$ cat config.mk
export PLATFORM = sky130hd
export DESIGN_NAME = fifo_pointer_control_flat
export DESIGN_NICKNAME = d
export VERILOG_FILES = /design/src/rtl/fifo_pkg.sv /design/src/rtl/fifo_pointer_control_if.sv /design/src/rtl/fifo_ptr_counter.sv /design/src/rtl/fifo_pointer_control.sv /design/src/flat_wrapper.sv
export SDC_FILE = /design/constraint.sdc
export NUM_CORES = 1
export LEC_CHECK = 0
export CORE_ASPECT_RATIO = 1.5
export CORE_MARGIN = 5
export CORE_UTILIZATION = 40
export DETAILED_ROUTE_END_ITERATION = 8
export PLACE_DENSITY = 0.71
export SYNTH_ARGS = -nofsm -noshare
export SYNTH_HDL_FRONTEND = slang
export SYNTH_SLANG_ARGS = --single-unit
export TNS_END_PERCENT = 5
$ cat constraint.sdc
create_clock -name clk -period 4.35 [get_ports clk]
set_input_delay 1.0875 -clock clk [delete_from_list [all_inputs] [get_ports clk]]
set_output_delay 1.0875 -clock clk [all_outputs]
set_load 0.01 [all_outputs]
$ cat src/rtl/fifo_pkg.sv
// Shared constants and types for the synchronous FIFO pointer/flag stages.
// A package cannot be parameterised, so these are defaults; width-dependent values use depth_of().
package fifo_pkg;

  localparam int unsigned ADDR_WIDTH_DEF = 9;
  localparam int unsigned DEPTH          = 2 ** ADDR_WIDTH_DEF;
  localparam int unsigned AF_THRESH_DEF  = DEPTH - 4;
  localparam int unsigned AE_THRESH_DEF  = 4;

  // Pointer at the default width: ADDR_WIDTH address bits plus one wrap bit.
  typedef logic [ADDR_WIDTH_DEF:0] ptr_t;

  function automatic int unsigned depth_of(input int unsigned addr_width);
    return 2 ** addr_width;
  endfunction

endpackage

$ cat src/rtl/fifo_pointer_control_if.sv
// Handshake, pointer and status bundle between producer/consumer, flag control and pointer control.
interface fifo_pointer_control_if #(
    parameter int unsigned ADDR_WIDTH = fifo_pkg::ADDR_WIDTH_DEF
);

    logic                WrReq;
    logic                RdReq;
    logic                ClrErr;
    logic                Full;
    logic                Empty;
    logic [ADDR_WIDTH:0] WriteAddr;
    logic [ADDR_WIDTH:0] ReadAddr;
    logic                WrEn;
    logic                RdEn;
    logic                RdValid;
    logic [ADDR_WIDTH:0] Count;
    logic                AlmostFull;
    logic                AlmostEmpty;
    logic                Overflow;
    logic                Underflow;

    // Requester / flag-control side.
    modport master (
        output WrReq, RdReq, ClrErr, Full, Empty,
        input  WriteAddr, ReadAddr, WrEn, RdEn, RdValid, Count,
        input  AlmostFull, AlmostEmpty, Overflow, Underflow
    );

    // Pointer-control side.
    modport slave (
        input  WrReq, RdReq, ClrErr, Full, Empty,
        output WriteAddr, ReadAddr, WrEn, RdEn, RdValid, Count,
        output AlmostFull, AlmostEmpty, Overflow, Underflow
    );

endinterface

$ cat src/rtl/fifo_ptr_counter.sv
// Wrap-around pointer counter with enable and synchronous reset.
// The top bit is the wrap bit; it toggles naturally when the address bits roll over.
module fifo_ptr_counter #(
    parameter int unsigned WIDTH = fifo_pkg::ADDR_WIDTH_DEF + 1
) (
    input  logic             clk,
    input  logic             rst,
    input  logic             en,
    output logic [WIDTH-1:0] value
);

    localparam logic [WIDTH-1:0] One = WIDTH'(1);

    logic [WIDTH-1:0] value_q;
    logic [WIDTH-1:0] value_d;

    always_comb begin
        value_d = value_q;
        if (en) begin
            value_d = value_q + One;
        end
    end

    always_ff @(posedge clk) begin
        if (rst) begin
            value_q <= '0;
        end else begin
            value_q <= value_d;
        end
    end

    assign value = value_q;

endmodule

$ cat src/rtl/fifo_pointer_control.sv
// FIFO pointer and handshake stage: qualifies requests against Full/Empty, owns both pointers,
// and keeps fill level, registered threshold flags, read-valid timing and sticky error flags.
module fifo_pointer_control
    import fifo_pkg::*;
#(
    parameter int unsigned ADDR_WIDTH = ADDR_WIDTH_DEF,
    parameter int unsigned AF_THRESH  = 2 ** ADDR_WIDTH - 4,
    parameter int unsigned AE_THRESH  = AE_THRESH_DEF
) (
    input logic                   clk,
    input logic                   rst,
    fifo_pointer_control_if.slave bus
);

    typedef logic [ADDR_WIDTH:0] cnt_t;

    localparam cnt_t CntOne   = cnt_t'(1);
    localparam cnt_t AfThresh = cnt_t'(AF_THRESH);
    localparam cnt_t AeThresh = cnt_t'(AE_THRESH);

    if (!(AE_THRESH < AF_THRESH && AF_THRESH <= depth_of(ADDR_WIDTH))) begin : g_bad_thresh
        $error("fifo_pointer_control: need 0 <= AE_THRESH < AF_THRESH <= 2**ADDR_WIDTH");
    end

    logic wr_en;
    logic rd_en;

    cnt_t count_q, count_d;
    logic rd_valid_q;
    logic almost_full_q, almost_full_d;
    logic almost_empty_q, almost_empty_d;
    logic overflow_q, overflow_d;
    logic underflow_q, underflow_d;

    // Full/Empty come from the registered pointers, so these strobes never form a loop.
    assign wr_en = bus.WrReq & ~bus.Full & ~rst;
    assign rd_en = bus.RdReq & ~bus.Empty & ~rst;

    fifo_ptr_counter #(
        .WIDTH (ADDR_WIDTH + 1)
    ) u_wr_ptr (
        .clk   (clk),
        .rst   (rst),
        .en    (wr_en),
        .value (bus.WriteAddr)
    );

    fifo_ptr_counter #(
        .WIDTH (ADDR_WIDTH + 1)
    ) u_rd_ptr (
        .clk   (clk),
        .rst   (rst),
        .en    (rd_en),
        .value (bus.ReadAddr)
    );

    always_comb begin
        count_d = count_q;
        unique case ({wr_en, rd_en})
            2'b10:   count_d = count_q + CntOne;
            2'b01:   count_d = count_q - CntOne;
            default: count_d = count_q;
        endcase
    end

    // Thresholds are taken on the next count so the registered flags line up with Count.
    always_comb begin
        almost_full_d  = (count_d >= AfThresh);
        almost_empty_d = (count_d <= AeThresh);
    end

    // A set condition in the same cycle beats ClrErr.
    always_comb begin
        overflow_d  = overflow_q;
        underflow_d = underflow_q;
        if (bus.ClrErr) begin
            overflow_d  = 1'b0;
            underflow_d = 1'b0;
        end
        if (bus.WrReq && bus.Full) begin
            overflow_d = 1'b1;
        end
        if (bus.RdReq && bus.Empty) begin
            underflow_d = 1'b1;
        end
    end

    always_ff @(posedge clk) begin
        if (rst) begin
            count_q        <= '0;
            rd_valid_q     <= 1'b0;
            almost_full_q  <= 1'b0;
            almost_empty_q <= 1'b1;
            overflow_q     <= 1'b0;
            underflow_q    <= 1'b0;
        end else begin
            count_q        <= count_d;
            rd_valid_q     <= rd_en;
            almost_full_q  <= almost_full_d;
            almost_empty_q <= almost_empty_d;
            overflow_q     <= overflow_d;
            underflow_q    <= underflow_d;
        end
    end

    assign bus.WrEn        = wr_en;
    assign bus.RdEn        = rd_en;
    assign bus.RdValid     = rd_valid_q;
    assign bus.Count       = count_q;
    assign bus.AlmostFull  = almost_full_q;
    assign bus.AlmostEmpty = almost_empty_q;
    assign bus.Overflow    = overflow_q;
    assign bus.Underflow   = underflow_q;

endmodule

$ cat src/flat_wrapper.sv
// flat-port wrapper written by rule: the top's interface ports become plain ports
module fifo_pointer_control_flat import fifo_pkg::*;
#(
    parameter int unsigned ADDR_WIDTH = ADDR_WIDTH_DEF,
    parameter int unsigned AF_THRESH  = 2 ** ADDR_WIDTH - 4,
    parameter int unsigned AE_THRESH  = AE_THRESH_DEF
)
  (clk, rst, bus_WrReq, bus_RdReq, bus_ClrErr, bus_Full, bus_Empty, bus_WriteAddr, bus_ReadAddr, bus_WrEn, bus_RdEn, bus_RdValid, bus_Count, bus_AlmostFull, bus_AlmostEmpty, bus_Overflow, bus_Underflow);
  fifo_pointer_control_if #(.ADDR_WIDTH(ADDR_WIDTH)) bus_i ();
  input logic clk;
  input logic rst;
  input wire logic [$bits(bus_i.WrReq)-1:0] bus_WrReq;
  input wire logic [$bits(bus_i.RdReq)-1:0] bus_RdReq;
  input wire logic [$bits(bus_i.ClrErr)-1:0] bus_ClrErr;
  input wire logic [$bits(bus_i.Full)-1:0] bus_Full;
  input wire logic [$bits(bus_i.Empty)-1:0] bus_Empty;
  output wire logic [$bits(bus_i.WriteAddr)-1:0] bus_WriteAddr;
  output wire logic [$bits(bus_i.ReadAddr)-1:0] bus_ReadAddr;
  output wire logic [$bits(bus_i.WrEn)-1:0] bus_WrEn;
  output wire logic [$bits(bus_i.RdEn)-1:0] bus_RdEn;
  output wire logic [$bits(bus_i.RdValid)-1:0] bus_RdValid;
  output wire logic [$bits(bus_i.Count)-1:0] bus_Count;
  output wire logic [$bits(bus_i.AlmostFull)-1:0] bus_AlmostFull;
  output wire logic [$bits(bus_i.AlmostEmpty)-1:0] bus_AlmostEmpty;
  output wire logic [$bits(bus_i.Overflow)-1:0] bus_Overflow;
  output wire logic [$bits(bus_i.Underflow)-1:0] bus_Underflow;
  assign bus_i.WrReq = bus_WrReq;
  assign bus_i.RdReq = bus_RdReq;
  assign bus_i.ClrErr = bus_ClrErr;
  assign bus_i.Full = bus_Full;
  assign bus_i.Empty = bus_Empty;
  assign bus_WriteAddr = bus_i.WriteAddr;
  assign bus_ReadAddr = bus_i.ReadAddr;
  assign bus_WrEn = bus_i.WrEn;
  assign bus_RdEn = bus_i.RdEn;
  assign bus_RdValid = bus_i.RdValid;
  assign bus_Count = bus_i.Count;
  assign bus_AlmostFull = bus_i.AlmostFull;
  assign bus_AlmostEmpty = bus_i.AlmostEmpty;
  assign bus_Overflow = bus_i.Overflow;
  assign bus_Underflow = bus_i.Underflow;
  fifo_pointer_control #(.ADDR_WIDTH(ADDR_WIDTH), .AF_THRESH(AF_THRESH), .AE_THRESH(AE_THRESH)) u_core (.clk(clk), .rst(rst), .bus(bus_i));
endmodule
## After elaboration in Yosys (flattened, before gate mapping)

Index checks and enable logic that the tools add are counted.

- Register bits after elaboration: 35
- Output and inout port bits: 37

- Add/subtract/negate cells: 4
- Order comparisons: 2
- Equality and inequality tests: 2
- Multiplexer cells: 4
- Bitwise operators: 7
- Reductions and logical operators: 4

Operators with widths:

| cell | number |
|---|---|
| $add A10 B1 Y10 const B | 3 |
| $pmux W10 S2 | 1 |
| $ge A10 B9 Y1 const B | 1 |
| $le A10 B3 Y1 const B | 1 |
| $sub A10 B1 Y10 const B | 1 |
| $and A1 B1 Y1 | 4 |
| $reduce_bool A2 Y1 | 2 |
| $mux W1 | 3 |
| $not A1 Y1 | 3 |
| $eq A2 B1 Y1 const B | 1 |
| $eq A2 B2 Y1 const B | 1 |
| $logic_and A1 B1 Y1 | 2 |

## Logic depth before layout (Yosys ltp)

- Word-level depth: 6
- Depth in mapped cells: 14
- Gate-level depth less buffers: 11

## Modules after synthesis

A second synthesis with hierarchy kept.

- Cells, all modules: 247
- Area, all modules: 2,102.0 um^2

By module, submodules not included:

| module | times used | cells each | area an instance (um^2) |
|---|---|---|---|
| fifo_pointer_control | 1 | 149 | 1,221.2 |
| fifo_ptr_counter | 2 | 49 | 440.4 |

## Worst setup path after synthesis

OpenSTA, ideal clock, no wires.

- Path type: input to register
- Start: input port rst
- End: register u_core.almost_empty_q (netlist: u_core.bus.AlmostEmpty)
- Arrival time: 3,591 ps
- Required time: 4,263 ps
- Slack: 672 ps
- Stages on the path: 13
- Path through: buf_6 -> or3b_1 -> buf_2 -> clkinv_2 -> nand2_1 -> xnor2_1 -> ha_1 -> nor3b_1 -> or4b_4 -> a21oi_2 -> xnor2_1 -> o2111ai_1 -> o31ai_1

- Longest elaborated chain between the ends: 5
- Elaborated cells on any way between the ends: 7
- Those cells by class: 1 x order compare; 2 x eq/ne; 1 x mux; 3 x bitwise

Ends and longest elaborated chain:

| what | line | text |
|---|---|---|
| from (decl) | flat_wrapper.sv:11 | `input logic rst;` |
| $not A1 Y1 | fifo_pointer_control.sv:36, fifo_pointer_control.sv:37 |  |
| $and A1 B1 Y1 (on tied branches) | fifo_pointer_control.sv:37, fifo_pointer_control.sv:36 |  |
| $eq A2 B1 Y1 or $eq A2 B2 Y1 (tied branches) | fifo_pointer_control.sv:59 | `unique case ({wr_en, rd_en})` |
| $pmux W10 S2 | fifo_pointer_control.sv:59 |  |
| $le A10 B3 Y1 | fifo_pointer_control.sv:69 | `almost_empty_d = (count_d <= AeThresh);` |
| to (signal assigned) | fifo_pointer_control.sv:100 | `almost_empty_q <= almost_empty_d;` |
| to (decl) | fifo_pointer_control.sv:31 | `logic almost_empty_q, almost_empty_d;` |

Parallel ways exist; a longest one is shown, timed or not.
A chain may end at the register's enable or synchronous reset.

## Final worst setup path

- Start: input port rst
- End: output port bus_RdEn

- Longest elaborated chain between the ends: 2

Ends and longest elaborated chain:

| what | line | text |
|---|---|---|
| $not A1 Y1 | fifo_pointer_control.sv:37 | `assign rd_en = bus.RdReq & ~bus.Empty & ~rst;` |
| $and A1 B1 Y1 | fifo_pointer_control.sv:37 |  |
| to (decl) | flat_wrapper.sv:20 | `output wire logic [$bits(bus_i.RdEn)-1:0] bus_RdEn;` |

No other way between the ends.

==> impl_results.md <==
- Status: finished, final reports clean
- Post-CTS sizing: 0
- Initial DRC Count: between 100 and 150
- Synthesized area: 1970 um^2
- Layout area overhead: 29.9%
- Worst setup SP type: input pin
- Synth top cells by count: dfxtp_1 (35), nor2_1 (34), xor2_1 (16)
- CP Cell Sequence: clkdlybuf4s50_1, or3b_1, clkinv_2, buf_4, clkdlybuf4s50_1
- Register bit total from synthesis: 35
- Crit path time final: 3910 ps
- Max_slew headroom: around half
- Clock Latency Late Sink: ~280 ps
- Fin crit share: between 80% and 90%
- Setup skew after layout: 6.06 ps
- Hold Crit Class: register to register
- H-tree depth: 2
- Syn Inst Count: about 230
- DPL Wire Length: ~3600 um
- Die Y-Extent: 95.9 um
- CP max stage cell: clkdlybuf4s50_1
- Initial antenna violation count: 0
- Antenna-violating nets left: 0
- WHS: roughly 500 ps
- Drt pass-1 iters: 5
- Worst-path clk slew: approximately 70 ps
- Die ar.: 6440 um^2
- Max-slew violation count: 0
- Syn Nets: 242
- Max-Cap Viols: 0
- Synth top area share: a little over a third
- Most frequent cell after synthesis: dfxtp_1
- CP required: between 3000 and 4000 ps
- First-pass GRT wire length: approximately 8400 um
- DRC viols: 0
- Peak supply drop: between 0.1 and 0.15 mV
- Worst hold start: u_core.u_rd_ptr.value[1]
- Cell mode on critical path: clkdlybuf4s50_1
- Yosys warns: 0
- Critical Path End Type: output pin
- Gr ovfl total: 0
- Final net count: 281
- Buf+Inv Stages, Crit Path: 4
- CTS sink count: 35
- Top FF cell, synth: dfxtp_1
- Post-CTS Setup Bufs: 0
- Total number of vias: 1868
- Pwr dens: about 290 nW/um^2
- Deepest clock path buffer count: 2
- Setup Crit Path Kind: input pin to output pin
- Cell family with most CP delay: buffers and inverters
- Critical path peak fanout: 17
- Syn_area_per_cell: between 8 and 9 um^2
- CP peak stage delay: around 570 ps
- Post-layout util: a little over half
- Port buffer count: between 40 and 50
- Die X: 67.2 um
- Largest net degree at the start of global routing: 34
- Gr usage total: 17.0%
- EDFF count, synth: 0
- # IOs: 44
- Final setup TNS: 0 ps
- Final hold vios: 0
- Routed length per instance: around 15 um
- Crit Reg-Reg Startpoint: u_core.bus.Count[1]
- Starting Density: between 40% and 50%
- Unrepaired setup endpoints after global routing: false
- Worst Setup SP: rst
- CTS tree: done
- Part of the Yosys area used for sequential elements: a little over a third
- Cell taking the most area after synthesis: dfxtp_1
- Post-synth cell types: between 50 and 60
- Antenna Cells: 0
- Root buffer cell: clkbuf_8
- Max Fclk: about 0.26 GHz
- Share of synthesized registers carrying an async set or reset: 0%
- Leak Pwr: slightly below 1 nW
- CTS buffer count: 5
- Slew @ Worst Pin: 742 ps
- Crit path DAT: around 2800 ps
- Vias in the first global route: 1803
- Synth area leaders: dfxtp_1 (36%), xor2_1 (7.1%), nor2_1 (6.5%)
- Drt total wl: 5030 um
- Layout cells sized above 1: 8.49%
- RePlAce Congestion: a little under 1
- Core area: just under 5000 um^2
- Final Setup Violations: 0
- Vias per std cell: approximately 5.5
- FILL cells: around 490
- Row cnt: 31
- CTS Hold Buffers Added: 0
==> worst paths after layout <==
kind | slack [ps] | to | cells past startpoint
max | 440 | bus_RdEn | 5
min | 500 | u_core.u_rd_ptr.value[1] | 2
max reg2reg | 1800 | u_core.bus.AlmostEmpty | 8
min reg2reg | 500 | u_core.u_rd_ptr.value[1] | 2
==> flip-flops by register name (all words and copies together), names as in the netlist <==
register,flops
u_core.u_wr_ptr.value,10
u_core.bus.Count,10
u_core.bus.Overflow,1
u_core.bus.RdValid,1
u_core.u_rd_ptr.value,10
u_core.bus.Underflow,1
u_core.bus.AlmostEmpty,1
u_core.bus.AlmostFull,1
==> cells by family (layout without fill, tap and decap cells) <==
kind of cell	after synthesis	count (layout)	synth area share, %
AO/OA/AOI/OAI	45	45	18.3
XOR/XNOR	25	25	11.5
adder cells (fa/ha/maj)	4	4	2.55
buffers and inverters	29	69	7.00
flip-flops	35	35	35.6
multiplexers	3	3	1.59
AND/OR/NAND/NOR	90	90	23.4
==> per-layer routing <==
metal,vias up,track usage [%],wire length [um]
met5,-,0,0
met4,0,10.8,209
met3,18,3.27,283
met2,79,28.5,2450
met1,868,19.3,2090
li1,903,-,-
==> cell usage in the layout, fill, tap and decap left out, drive strengths merged, types with 5 or more instances in the layout <==
cell type      count
dfxtp             35
inv               10
and3               7
nand2             10
a21oi              6
nor3               7
nor2              34
nand3             10
clkdlybuf4s50     43
buf                7
xnor2              9
xor2              16
clkbuf             6
nor4               5
==> worst register-to-register path, delay by kind of cell (launching register included) <==
family                   cells  cell delay, ps
flip-flops                   1             590
adder cells (fa/ha/maj)      1             260
AO/OA/AOI/OAI                3             570
XOR/XNOR                     2             340
AND/OR/NAND/NOR              2             710
==> power breakdown <==
part	switching [mW]	internal [mW]	leakage, nW
sequential	0.0125	0.328	0.283
clock	0.116	0.185	0.0612
combinational	0.0495	0.0453	0.632
==> stage by stage <==
stage / total power [mW] / std cells / setup slack [ps] / area, um^2
2_1_floorplan: 0.403 / 231 / 672 / 1970
3_3_place_gp: 0.442 / 329 / 290 / 2440
3_5_place_dp: 0.442 / 329 / 242 / 2440
4_1_cts: 0.748 / 337 / 429 / 2550
6_report: 0.737 / 337 / 441 / 2550
5_1_grt: 0.771 / 337 / 309 / 2550
==> cell type report <==
type	count	area [um^2]	share of cell area, %
Multi-Input combinational cell	167	1130	44.1
Sequential cell	35	701	27.4
Timing Repair Buffer	50	483	18.9
Clock buffer	6	82.6	3.23
Tap cell	66	82.6	3.23
Inverter	11	42.5	1.67
Clock inverter	2	35.0	1.37
Power figures use the tool's default switching activity.
